### src/rtl/piso_pkg.sv
// Shared encodings and sizing helpers for the PISO serialiser.
// Define PISO_PARITY_EN to append an even-parity bit to every frame.
package piso_pkg;

  localparam logic [1:0] ST_IDLE   = 2'd0;
  localparam logic [1:0] ST_SHIFT  = 2'd1;
  localparam logic [1:0] ST_PARITY = 2'd2;

`ifdef PISO_PARITY_EN
  localparam int PARITY_BITS = 1;
`else
  localparam int PARITY_BITS = 0;
`endif

  function automatic int frame_len(input int width);
    return width + PARITY_BITS;
  endfunction

  function automatic int cnt_width(input int width);
    return $clog2(width + 1);
  endfunction

endpackage

### src/rtl/piso_bit_counter.sv
// Frame bit index: reset to 0 on load/clear, otherwise steps once per frame bit.
// o_last flags the final bit of the frame (index FRAME_LEN-1).
module piso_bit_counter
  import piso_pkg::*;
#(
  parameter int WIDTH = 8,
  parameter int CW    = cnt_width(WIDTH)
) (
  input  logic          clk,
  input  logic          rst,
  input  logic          i_load,
  input  logic          i_clear,
  input  logic          i_inc,
  output logic [CW-1:0] o_cnt,
  output logic          o_last
);

  localparam logic [CW-1:0] LAST_IDX = CW'(frame_len(WIDTH) - 1);

  logic [CW-1:0] r_cnt;

  always_ff @(posedge clk or posedge rst) begin
    if (rst) begin
      r_cnt <= '0;
    end else if (i_load || i_clear) begin
      r_cnt <= '0;
    end else if (i_inc && !o_last) begin
      r_cnt <= r_cnt + 1'b1;
    end
  end

  assign o_cnt  = r_cnt;
  assign o_last = (r_cnt == LAST_IDX);

endmodule

### src/rtl/piso_serializer.sv
// Parallel-in serial-out front end: takes a word over valid/ready and shifts it out one bit per clk.
// Optional even-parity trailer bit when PISO_PARITY_EN is defined.
module piso_serializer
  import piso_pkg::*;
#(
  parameter int WIDTH     = 8,
  parameter bit MSB_FIRST = 1'b1
) (
  input  logic             clk,
  input  logic             rst,
  input  logic [WIDTH-1:0] din,
  input  logic             din_valid,
  output logic             din_ready,
  output logic             sout,
  output logic             sout_valid,
  output logic             frame_done
);

  localparam int CW = cnt_width(WIDTH);

  logic [1:0]       r_state;
  logic [WIDTH-1:0] r_shift;
  logic             r_sout;
  logic             r_sout_valid;
`ifdef PISO_PARITY_EN
  logic             r_parity;
`endif

  logic [CW-1:0]    w_cnt;
  logic             w_last;
  logic             w_data_last;
  logic             w_accept;
  logic             w_din_first;
  logic [WIDTH-1:0] w_din_rest;
  logic             w_next_bit;
  logic [WIDTH-1:0] w_shift_rest;

  // Ready also in the final frame bit so a new word follows with no bubble.
  assign din_ready   = !rst && ((r_state == ST_IDLE) || w_last);
  assign w_accept    = din_valid && din_ready;
  assign w_data_last = (w_cnt == CW'(WIDTH - 1));

  assign w_din_first  = MSB_FIRST ? din[WIDTH-1] : din[0];
  assign w_din_rest   = MSB_FIRST ? {din[WIDTH-2:0], 1'b0} : {1'b0, din[WIDTH-1:1]};
  assign w_next_bit   = MSB_FIRST ? r_shift[WIDTH-1] : r_shift[0];
  assign w_shift_rest = MSB_FIRST ? {r_shift[WIDTH-2:0], 1'b0} : {1'b0, r_shift[WIDTH-1:1]};

  piso_bit_counter #(
    .WIDTH (WIDTH),
    .CW    (CW)
  ) u_bit_counter (
    .clk     (clk),
    .rst     (rst),
    .i_load  (w_accept),
    .i_clear (w_last && !w_accept),
    .i_inc   ((r_state != ST_IDLE) && !w_accept),
    .o_cnt   (w_cnt),
    .o_last  (w_last)
  );

  always_ff @(posedge clk or posedge rst) begin
    if (rst) begin
      r_state      <= ST_IDLE;
      r_shift      <= '0;
      r_sout       <= 1'b0;
      r_sout_valid <= 1'b0;
`ifdef PISO_PARITY_EN
      r_parity     <= 1'b0;
`endif
    end else if (w_accept) begin
      // First bit goes straight to sout; the shift register keeps the remainder aligned.
      r_state      <= ST_SHIFT;
      r_shift      <= w_din_rest;
      r_sout       <= w_din_first;
      r_sout_valid <= 1'b1;
`ifdef PISO_PARITY_EN
      r_parity     <= ^din;
`endif
    end else begin
      case (r_state)
        ST_SHIFT: begin
          if (w_data_last) begin
`ifdef PISO_PARITY_EN
            r_state <= ST_PARITY;
            r_sout  <= r_parity;
`else
            r_state      <= ST_IDLE;
            r_sout_valid <= 1'b0;
`endif
          end else begin
            r_shift <= w_shift_rest;
            r_sout  <= w_next_bit;
          end
        end
`ifdef PISO_PARITY_EN
        ST_PARITY: begin
          r_state      <= ST_IDLE;
          r_sout_valid <= 1'b0;
        end
`endif
        default: begin
          r_state      <= ST_IDLE;
          r_sout_valid <= 1'b0;
        end
      endcase
    end
  end

  assign sout       = r_sout;
  assign sout_valid = r_sout_valid;
  assign frame_done = (r_state != ST_IDLE) && w_last;

endmodule
### config.mk
export PLATFORM = sky130hd
export DESIGN_NAME = piso_serializer
export DESIGN_NICKNAME = d
export VERILOG_FILES = /design/src/rtl/piso_pkg.sv /design/src/rtl/piso_bit_counter.sv /design/src/rtl/piso_serializer.sv
export SDC_FILE = /design/constraint.sdc
export NUM_CORES = 1
export LEC_CHECK = 0
export ABC_AREA = 1
export BUFFER_PORTS_ARGS = -buffer_cell sky130_fd_sc_hd__buf_4
export CAP_MARGIN = 20
export CORE_UTILIZATION = 51
export DETAILED_ROUTE_END_ITERATION = 8
export PLACE_DENSITY = 0.81
export SETUP_SLACK_MARGIN = 0.05
export SYNTH_ARGS = -nofsm -noshare
export SYNTH_HDL_FRONTEND = slang
export SYNTH_SLANG_ARGS = --single-unit
### constraint.sdc
create_clock -name clk -period 1.6 [get_ports clk]
set_input_delay 0.16 -clock clk [delete_from_list [all_inputs] [get_ports clk]]
set_output_delay 0.16 -clock clk [all_outputs]
set_load 0.03 [all_outputs]
# [Word level (Yosys, flattened, before mapping)]
# Cells that the tools add are included.
[totals] reg_bits=16 latchBits=0 ram_bits=0 rom_bits=0 in_bits=11 output_inout_bits=4 word_cells=40 n_memories=0
[classes] addsub=1 multipliers=0 div_mod_pow=0 magnitude_cmp=0 eq_ne=4 shift=0 mux=14 bitwise_logic=0 n_reduce_logical=16
[ops] operator="8-bit two-way mux" n=3
[ops] operator="4-bit two-way mux" n=2
[ops] operator="1-bit logical AND" n=6
[ops] operator="1-bit two-way mux" n=6
[ops] operator="2-bit two-way mux" n=3
[ops] operator="2-bit nonzero test" n=3
[ops] operator="4-bit by 1-bit adder with 4-bit output, second input constant" n=1
[ops] operator="4-bit by 3-bit equality test with 1-bit output, second input constant" n=1
[ops] operator="1-bit logical NOT" n=3
[ops] operator="3-bit by 1-bit != test with 1-bit output, second input constant" n=1
[ops] operator="2-bit by 1-bit equality test with 1-bit output, second input constant" n=1
[ops] operator="2-bit logical NOT" n=1
[ops] operator="1-bit logical OR" n=2
[ops] operator="2-bit by 1-bit != test with 1-bit output, second input constant" n=1
[ops] operator="2-bit AND reduction" n=1

# [Logic depth before layout (Yosys ltp)]
# Gate-level depths: netlist of the first run.
[depth] word_depth=9 mapped_depth=6 ltp_nobuf=6

# [Hierarchy]
# From an unflattened synthesis of the first run, not the netlist that was laid out.
[unflattened] hier_cells=103 hier_area_um2=800.8
[modules_own_cells] module="piso_serializer" n_inst=1 cells_per_inst=72 area_each_um2=564.3 seq_area_each_um2=225.2
[modules_own_cells] module="piso_bit_counter" n_inst=1 cells_per_inst=31 area_each_um2=236.5 seq_area_each_um2=100.1

# [Worst setup path before layout of the first run]
# OpenSTA, ideal clock, no wires.
[synth_timing] kind="register -> output" from="reg u_bit_counter.r_cnt[0], in the netlist u_bit_counter.o_cnt[0]" to="out din_ready" t_arrival_ns=1.324 required_ns=1.440 slack_ns=0.116 path_stages_with_launch=6 n_path_buf=0 cell_sequence="dfrtp_1 > ha_1 > nand3_4 > nand2_4 > inv_2 > nor2_1"
[synth_via] elab_chain_len=3
[synth_rtl] element="from (decl)" line_no="piso_bit_counter.sv:20" source="logic [CW-1:0] r_cnt;"
[synth_rtl] element="from (signal assigned)" line_no="piso_bit_counter.sv:28" source="r_cnt <= r_cnt + 1'b1;"
[synth_rtl] element="4-bit by 3-bit equality test with 1-bit output" line_no="piso_bit_counter.sv:33" source="assign o_last = (r_cnt == LAST_IDX);"
[synth_rtl] element="1-bit logical OR" line_no="piso_serializer.sv:39" source="assign din_ready = !rst && ((r_state == ST_IDLE) || w_last);"
[synth_rtl] element="1-bit logical AND" line_no="piso_serializer.sv:39"
[synth_rtl] element="to (decl)" line_no="piso_serializer.sv:13" source="output logic din_ready,"
# No other way between the ends.

# [Worst setup path in the final report of the first run]
[layout_timing] from="reg u_bit_counter.r_cnt[1], in the netlist u_bit_counter.o_cnt[1]" to="out din_ready"
# The elaborated chain is that of the path after synthesis.

==> results of run 1 <==
## report_power, final
part           total, mW  internal, mW  switching [mW]
sequential         0.586         0.469           0.117
combinational      0.836         0.363           0.473
clock              0.202        0.0966           0.106
total               1.62         0.928           0.695
## cells in the mapped netlist
cell type,instances
o21ai_0,1
xor2_1,2
inv_2,3
nand2_4,1
buf_12,1
buf_6,1
buf_4,1
nand3_4,1
nand3_2,1
xnor2_1,1
ha_1,1
inv_1,3
nand3_1,10
nand2_1,16
o211ai_1,8
nor2_1,3
nand4_1,8
dfrtp_1,13
## cell families after synthesis
kind of cell	after synthesis	synth area share
and+or+nand+nor	40	0.300
DFF	13	0.464
AOI/OAI and AO/OA	9	0.0929
buffers and inverters	9	0.0875
xor gates and xnor gates	3	0.0375
adders and majority gates	1	0.0179
## per-stage QoR
| step | hold slack [ns] | utilization | area [µm²] |
|---|---|---|---|
| 3_5_place_dp | 0.183 | 0.674 | 800 |
| 5_1_grt | 0.156 | 0.768 | 911 |
| 3_3_place_gp | 0.177 | 0.674 | 800 |
| 4_1_cts | 0.156 | 0.737 | 875 |
| 2_1_floorplan | 0.138 | - | 701 |
| 6_report | 0.154 | 0.768 | 911 |
## worst register-to-register path: stages, from the launching register on
cell and delay (ns):
dfrtp_1 0.42, ha_4 0.19, nand3_4 0.12, nand2_8 0.07, buf_4 0.19, buf_4 0.17
o211ai_1 0.10, nand3_1 0.11
## sequential cells by signal (all words and copies together), names as in the netlist
register and cells:
sout_valid 1, r_shift 7, sout 1, u_bit_counter.o_cnt 4
## layer usage
layer,vias up,GRT usage,part of all wire
li1,307,-,-
met1,292,0.324,0.46
met5,-,0,0
met2,29,0.338,0.47
met4,0,0.103,0.011
met3,4,0.0520,0.062
## path summary, 6_finish.rpt
kind | to | cells after the start | slack [ns]
max | din_ready | 6 | 0.1
min | r_shift[1] | 3 | 0.15
max reg2reg | r_shift[5] | 7 | 0.12
min reg2reg | r_shift[1] | 2 | 0.51
max in group asynchronous | r_shift[3] | 4 | 0.76
min in group asynchronous | r_shift[7] | 3 | 0.45
## what timing repair did
item | in CTS | in global routing
resized for setup | 4 | 4
hold buffers | 1 | 0
setup buffers | 2 | 3
pin swaps | 1 | 1
endpoints found under the hold margin | 9 | 0
endpoints found under the setup margin | 1 | 1
## cell usage in the layout, fill, tap and decap left out, types with 2 or more instances in the layout
master,synthesis,routed
buf_4,1,20
clkbuf_4,0,3
dfrtp_1,13,13
inv_1,3,3
inv_2,3,2
nand2_1,16,16
nand3_1,10,10
nand4_1,8,8
nor2_1,3,2
o211ai_1,8,8
xor2_1,2,2
## final cells by class
class | instances | share of cell area
repair buffers | 22 | 0.188
well taps | 14 | 0.0192
clock buffers | 4 | 0.0288
multi-input cells | 53 | 0.376
inverters | 6 | 0.0302
flip-flops and latches | 13 | 0.357
==> summary.md, run 1 <==
| Metric | Value |
|---|---|
| Status | `complete, no violations` |
| Post-synthesis sequential area ratio | `0.464` |
| Worst Clk Skew | `0.00744 ns` |
| Number of DRC markers in iteration 0 | `24` |
| CTS tree | `done` |
| H-tree levels | `1` |
| Distinct cell type count after synthesis | `18` |
| Peak supply drop | `0.00116 V` |
| Syn Std Cell Area | `701 µm²` |
| Cells after synthesis | `75` |
| Synthesis-to-layout area growth | `30.0%` |
| Max-cap viol count | `0` |
| Crit-path max FO | `10` |
| R2R Path Start | `u_bit_counter.o_cnt[1]` |
| Hold_sp | `din[0]` |
| Pwr Density | `1780 nW/µm²` |
| Routed len/inst | `13.9 µm` |
| Actual slew at the worst max-slew pin | `0.301 ns` |
| Final setup vio count | `0` |
| Buf+Inv Stages, Crit Path | `2` |
| Via count | `632` |
| Fraction of layout cells with a size suffix above 1 | `0.327` |
| Initial core utilization | `0.591` |
| CORE AREA | `1190 µm²` |
| Clk_lat worst skew | `0.28 ns` |
| RD Place Congestion | `0.829` |
| Slew HR | `0.799` |
| CTS max path bufs | `2` |
| Synth top area share | `0.464` |
| Post-synth top area cell | `dfrtp_1` |
| DP HPWL | `1010 µm` |
| Die footprint | `1530 µm²` |
| Antenna viol nets, final | `0` |
| Slowest CP cell | `dfrtp_1` |
| Syn_area_per_cell | `9.34 µm²` |
| Nets | `111` |
| Overall power | `1.62 mW` |
| CTS sink count | `13` |
| Clock-pin slew on the worst setup and hold paths | `0.07 ns` |
| Flop and latch count out of synthesis | `13` |
| WP data arrival | `1.34 ns` |
| Port bufs | `14` |
| Maximum clock rate | `665 MHz` |
| Final min period | `1.50 ns` |
| Delay-heaviest family, CP | `flip-flops` |
| Top post-synthesis cells by area | `dfrtp_1, nand2_1, o211ai_1` |
| Fill cell total of the finished layout | `82` |
| CP Capture Type | `primary output` |
| Drt pass-1 iters | `4` |
| Final TNS setup | `0 ns` |
| Critical path type | `flip-flop to primary output` |
| Inst Count DP | `102` |
| GRT Util Overall | `0.232` |
| FP Rows | `12` |
| CP Launch Point | `u_bit_counter.o_cnt[1]` |
| Final Hold Vio Count | `0` |
| Die H | `39.1 µm` |
| Worst hold-check path type | `input port to flip-flop` |
| Syn Nets | `87` |
| Slowest stage delay, CP | `0.42 ns` |
| Vias in the first global route | `526` |
| Clk root buf | `clkbuf_4` |
| Die W | `39.1 µm` |
| Leakage | `0.448 nW` |
| Drt drc | `0` |
| Initial antenna violation count | `0` |
| FF/Latch Area | `325 µm²` |
| Antenna cells | `0` |
| CP required | `1.44 ns` |
| Crit share post-route | `0.940` |
| Setup WS post-layout | `0.0961 ns` |
| Num CTS Buffers | `3` |
| Setup WS pre-CTS | `0.185 ns` |
| Slew Limit Fails | `0` |
| RSZ-0062 raised after global routing | `false` |
| Number of vias per cell | `5.64` |
| CP Cell Sequence | `ha_4, nand3_4, nand2_8, inv_6, nor2_4, buf_6` |
| Largest net degree at the start of global routing | `17` |
| Non-filler cells, final | `112` |
| I/O pin count | `15` |
| YS warnings | `0` |
| Multi-input gate area | `343 µm²` |
| Final WL | `1560 µm` |
| GRT Residual Overflow | `0` |
| First-pass GRT wire length | `2350 µm` |
| Crit start category | `flip-flop` |
Power figures use the tool's default switching activity.
==> run 2: changes to the inputs <==
--- a/config.mk
+++ b/config.mk
@@ -8,10 +8,11 @@
 export ABC_AREA = 1
 export BUFFER_PORTS_ARGS = -buffer_cell sky130_fd_sc_hd__buf_4
 export CAP_MARGIN = 20
-export CORE_UTILIZATION = 51
+export CORE_UTILIZATION = 52
 export DETAILED_ROUTE_END_ITERATION = 8
 export PLACE_DENSITY = 0.81
 export SETUP_SLACK_MARGIN = 0.05
 export SYNTH_ARGS = -nofsm -noshare
 export SYNTH_HDL_FRONTEND = slang
+export SYNTH_HIERARCHICAL = 1
 export SYNTH_SLANG_ARGS = --single-unit
==> run 2 against run 1 <==
Net effect: clock skew down 0.0067 ns; setup slack worse by 0.12 ns; clock-buffer cell count down 1; register-to-register slack worse by 0.08 ns; non-clock buffer count up 3; the flow now finishes with violations (negative setup slack); highest routed layer unchanged.
==> summary.md, run 2 <==
| Metric | Value |
|---|---|
| Final Instance Area | `1050 µm²` |
| Clk_lat worst skew | `0.27 ns` |
| Peak supply drop | `0.00121 V` |
| Internal Power | `913 µW` |
| Nets | `143` |
| Net Switching | `749 µW` |
| RD Place Congestion | `0.842` |
| Flop and latch count out of synthesis | `13` |
| Most common cell after layout, fill and taps aside | `nand2_1` |
| Maximum clock rate | `615 MHz` |
| Finished Core Util | `0.770` |
| CP required | `1.44 ns` |
| Number of DRC markers in iteration 0 | `11` |
| FF-to-FF path depth | `10` |
| Hold Crit Depth | `3` |
| Via count | `765` |
| RSZ-0062 raised after global routing | `true` |
| Fraction of layout cells with a size suffix above 1 | `0.377` |
| Initial core utilization | `0.586` |
| Placed Area | `953 µm²` |
| Die H | `41.2 µm` |
| Post-synthesis sequential area ratio | `0.406` |
| Max reg flops | `7` |
| CTS max path bufs | `2` |
| CTS sink count | `13` |
| Buf+Inv Stages, Crit Path | `4` |
| Synth top area share | `0.406` |
| Crit-path max FO | `3` |
| Count leader, synth | `nand2_1` |
| Worst Clk Skew | `0.000724 ns` |
| Violated checks | `negative setup slack` |
| First-pass GRT wire length | `2640 µm` |
| Largest Register | `r_shift` |
| GRT Util Overall | `0.239` |
| Sequential group share of total power | `0.336` |
| Clk root buf | `clkbuf_4` |
| H-tree levels | `1` |
| Number of flops mapped to enable cells by yosys | `0` |
| Number of vias per cell | `5.28` |
| Critical path type | `flip-flop to primary output` |
| Post-synth top cells | `nand2_1, dfrtp_1, nand3_1, nand4_1, inv_1` |
| Max-cap viol count | `0` |
| WP data arrival | `1.47 ns` |
| Slew HR | `0.812` |
| DP HPWL | `1160 µm` |
| Die footprint | `1700 µm²` |
| Routed len/inst | `11.7 µm` |
| Crit start category | `flip-flop` |
| Initial antenna violation count | `0` |
| CORE AREA | `1370 µm²` |
| Num CTS Buffers | `3` |
| RR Endpoint | `u_bit_counter/o_cnt[1]` |
| Syn Std Cell Area | `801 µm²` |
| I/O pin count | `15` |
| Leakage | `0.595 nW` |
| Largest net degree at the start of global routing | `18` |
| Actual slew at the worst max-slew pin | `0.281 ns` |
| Hold endpoint | `r_shift[1]` |
| Comb pwr share | `0.539` |
| Worst reg2reg setup slack | `0.04 ns` |
| Most frequent cells in the layout | `nand2_1, buf_4, dfrtp_1` |
| Vias in the first global route | `629` |
| CTS tree | `done` |
| Status | `finished with violations` |
| Syn_area_per_cell | `7.77 µm²` |
| Dominant synthesized flop cell | `dfrtp_1` |
| Syn Nets | `115` |
| Delay-heaviest family, CP | `flip-flops` |
| Top post-synthesis cells by area | `dfrtp_1, nand2_1, nand4_1` |
| Antenna viol nets, final | `0` |
| GRT Residual Overflow | `0` |
| FP Rows | `13` |
| Drt pass-1 iters | `4` |
| Clk pwr share | `0.126` |
| Final Hold Vio Count | `0` |
| Antenna cells | `0` |
| Setup WS post-layout | `-0.0263 ns` |
| Asr flop ratio synth | `1.00` |
| YS warnings | `6` |
| CP Capture Type | `primary output` |
| Hold WS | `0.0869 ns` |
| Pwr Density | `1580 nW/µm²` |
| Crit share post-route | `1.02` |
| Slew Limit Fails | `0` |
| Synthesis-to-layout area growth | `31.4%` |
| Clock-pin slew on the worst setup and hold paths | `0.09 ns` |
| Final min period | `1.63 ns` |
| Port bufs | `14` |
| Drt drc | `0` |
| Cells after synthesis | `103` |
| Hold_sp | `din[0]` |
| Die W | `41.2 µm` |
| Post-synth top area cell | `dfrtp_1` |
| Worst hold-check path type | `input port to flip-flop` |
| Final TNS setup | `-0.0263 ns` |
| Final WL | `1690 µm` |
| Sw Ratio | `0.451` |
| Slowest CP cell | `dfrtp_1` |
| Distinct cell type count after synthesis | `19` |
| R2R Path Start | `u_bit_counter/o_cnt[1]` |
| Final setup vio count | `1` |
| Slowest stage delay, CP | `0.40 ns` |
| CP Cell Sequence | `ha_2, nand2_2, nor2_4, buf_4, buf_6, nand2_2, inv_2, buf_6` |
==> run 2: cell count changes after synthesis, sizes merged, moves of 3 or more <==
cell    before  now
inv          6   11
nand2       17   45
nand4        8   11
o211ai       8    0
==> run 2: worst register-to-register path: stages (launching register included) <==
cell	delay [ns]
dfrtp_1	0.40
ha_2	0.20
nand2_2	0.09
nor2_4	0.04
buf_4	0.13
buf_6	0.12
buf_4	0.13
nor2_4	0.17
nor2_4	0.06
nand2_1	0.06
nand2_1	0.05
==> run 2: worst max-delay path by stage <==
stage / endpoint / cells after the start / start
2_1_floorplan: u_bit_counter/o_cnt[3] / 14 / u_bit_counter/o_cnt[0]
3_3_place_gp: u_bit_counter/o_cnt[3] / 13 / u_bit_counter/o_cnt[1]
3_5_place_dp: u_bit_counter/o_cnt[2] / 13 / u_bit_counter/o_cnt[1]
4_1_cts: u_bit_counter/o_cnt[2] / 13 / u_bit_counter/o_cnt[0]
5_1_grt: u_bit_counter/o_cnt[2] / 13 / u_bit_counter/o_cnt[0]
6_report: frame_done / 8 / u_bit_counter/o_cnt[1]
==> run 2: what timing repair did <==
action | in CTS | in global routing
endpoints found under the hold margin | 13 | 0
buffers inserted | 3 | 2
pin swaps | 5 | 7
setup endpoints to repair | 12 | 13
hold buffers | 1 | 0
gates resized for setup | 4 | 3
==> run 2: layer usage <==
metal,GRT usage,routed length [µm],part of all wire
met1,0.329,851,0.50
met2,0.375,776,0.46
met3,0.0489,56,0.033
met4,0.0726,10,0.0059
met5,0,0,0
==> run 2: final cells by class <==
class,count,area (µm²)
Clock inverter,1,5.00
Multi-Input combinational cell,76,418
Timing Repair Buffer,25,201
Fill cell,101,314
Sequential cell,13,325
Tap cell,15,18.8
Inverter,12,61.3
Clock buffer,3,22.5
==> run 2: logic make-up (layout without fill, tap and decap cells) <==
kind of cell             count (synthesis)  in the layout  synth area share
AO/OA/AOI/OAI                            1              1           0.00624
adder cells (fa/ha/maj)                  1              1            0.0156
buffers and inverters                   14             41             0.119
flip-flops                              13             13             0.406
AND/OR/NAND/NOR                         74             74             0.453
==> run 2: power by group through the flow <==
stage                     Combinational, mW  Clock [mW]  Sequential (mW)
after global placement                0.808           0            0.554
after detailed placement              0.828           0            0.558
after global routing                   1.00       0.228            0.572
after CTS                             0.869       0.212            0.552
final                                 0.896       0.209            0.558
after floorplan                       0.550           0            0.594
==> run 2: through the flow <==
step / instances / power [mW] / setup slack, ns
floorplan: 103 / 1.14 / -0.182
global placement: 135 / 1.36 / 0.0649
detailed placement: 135 / 1.39 / 0.00967
CTS: 143 / 1.63 / 0.0500
global route: 145 / 1.80 / -0.0865
finish: 145 / 1.66 / -0.0263
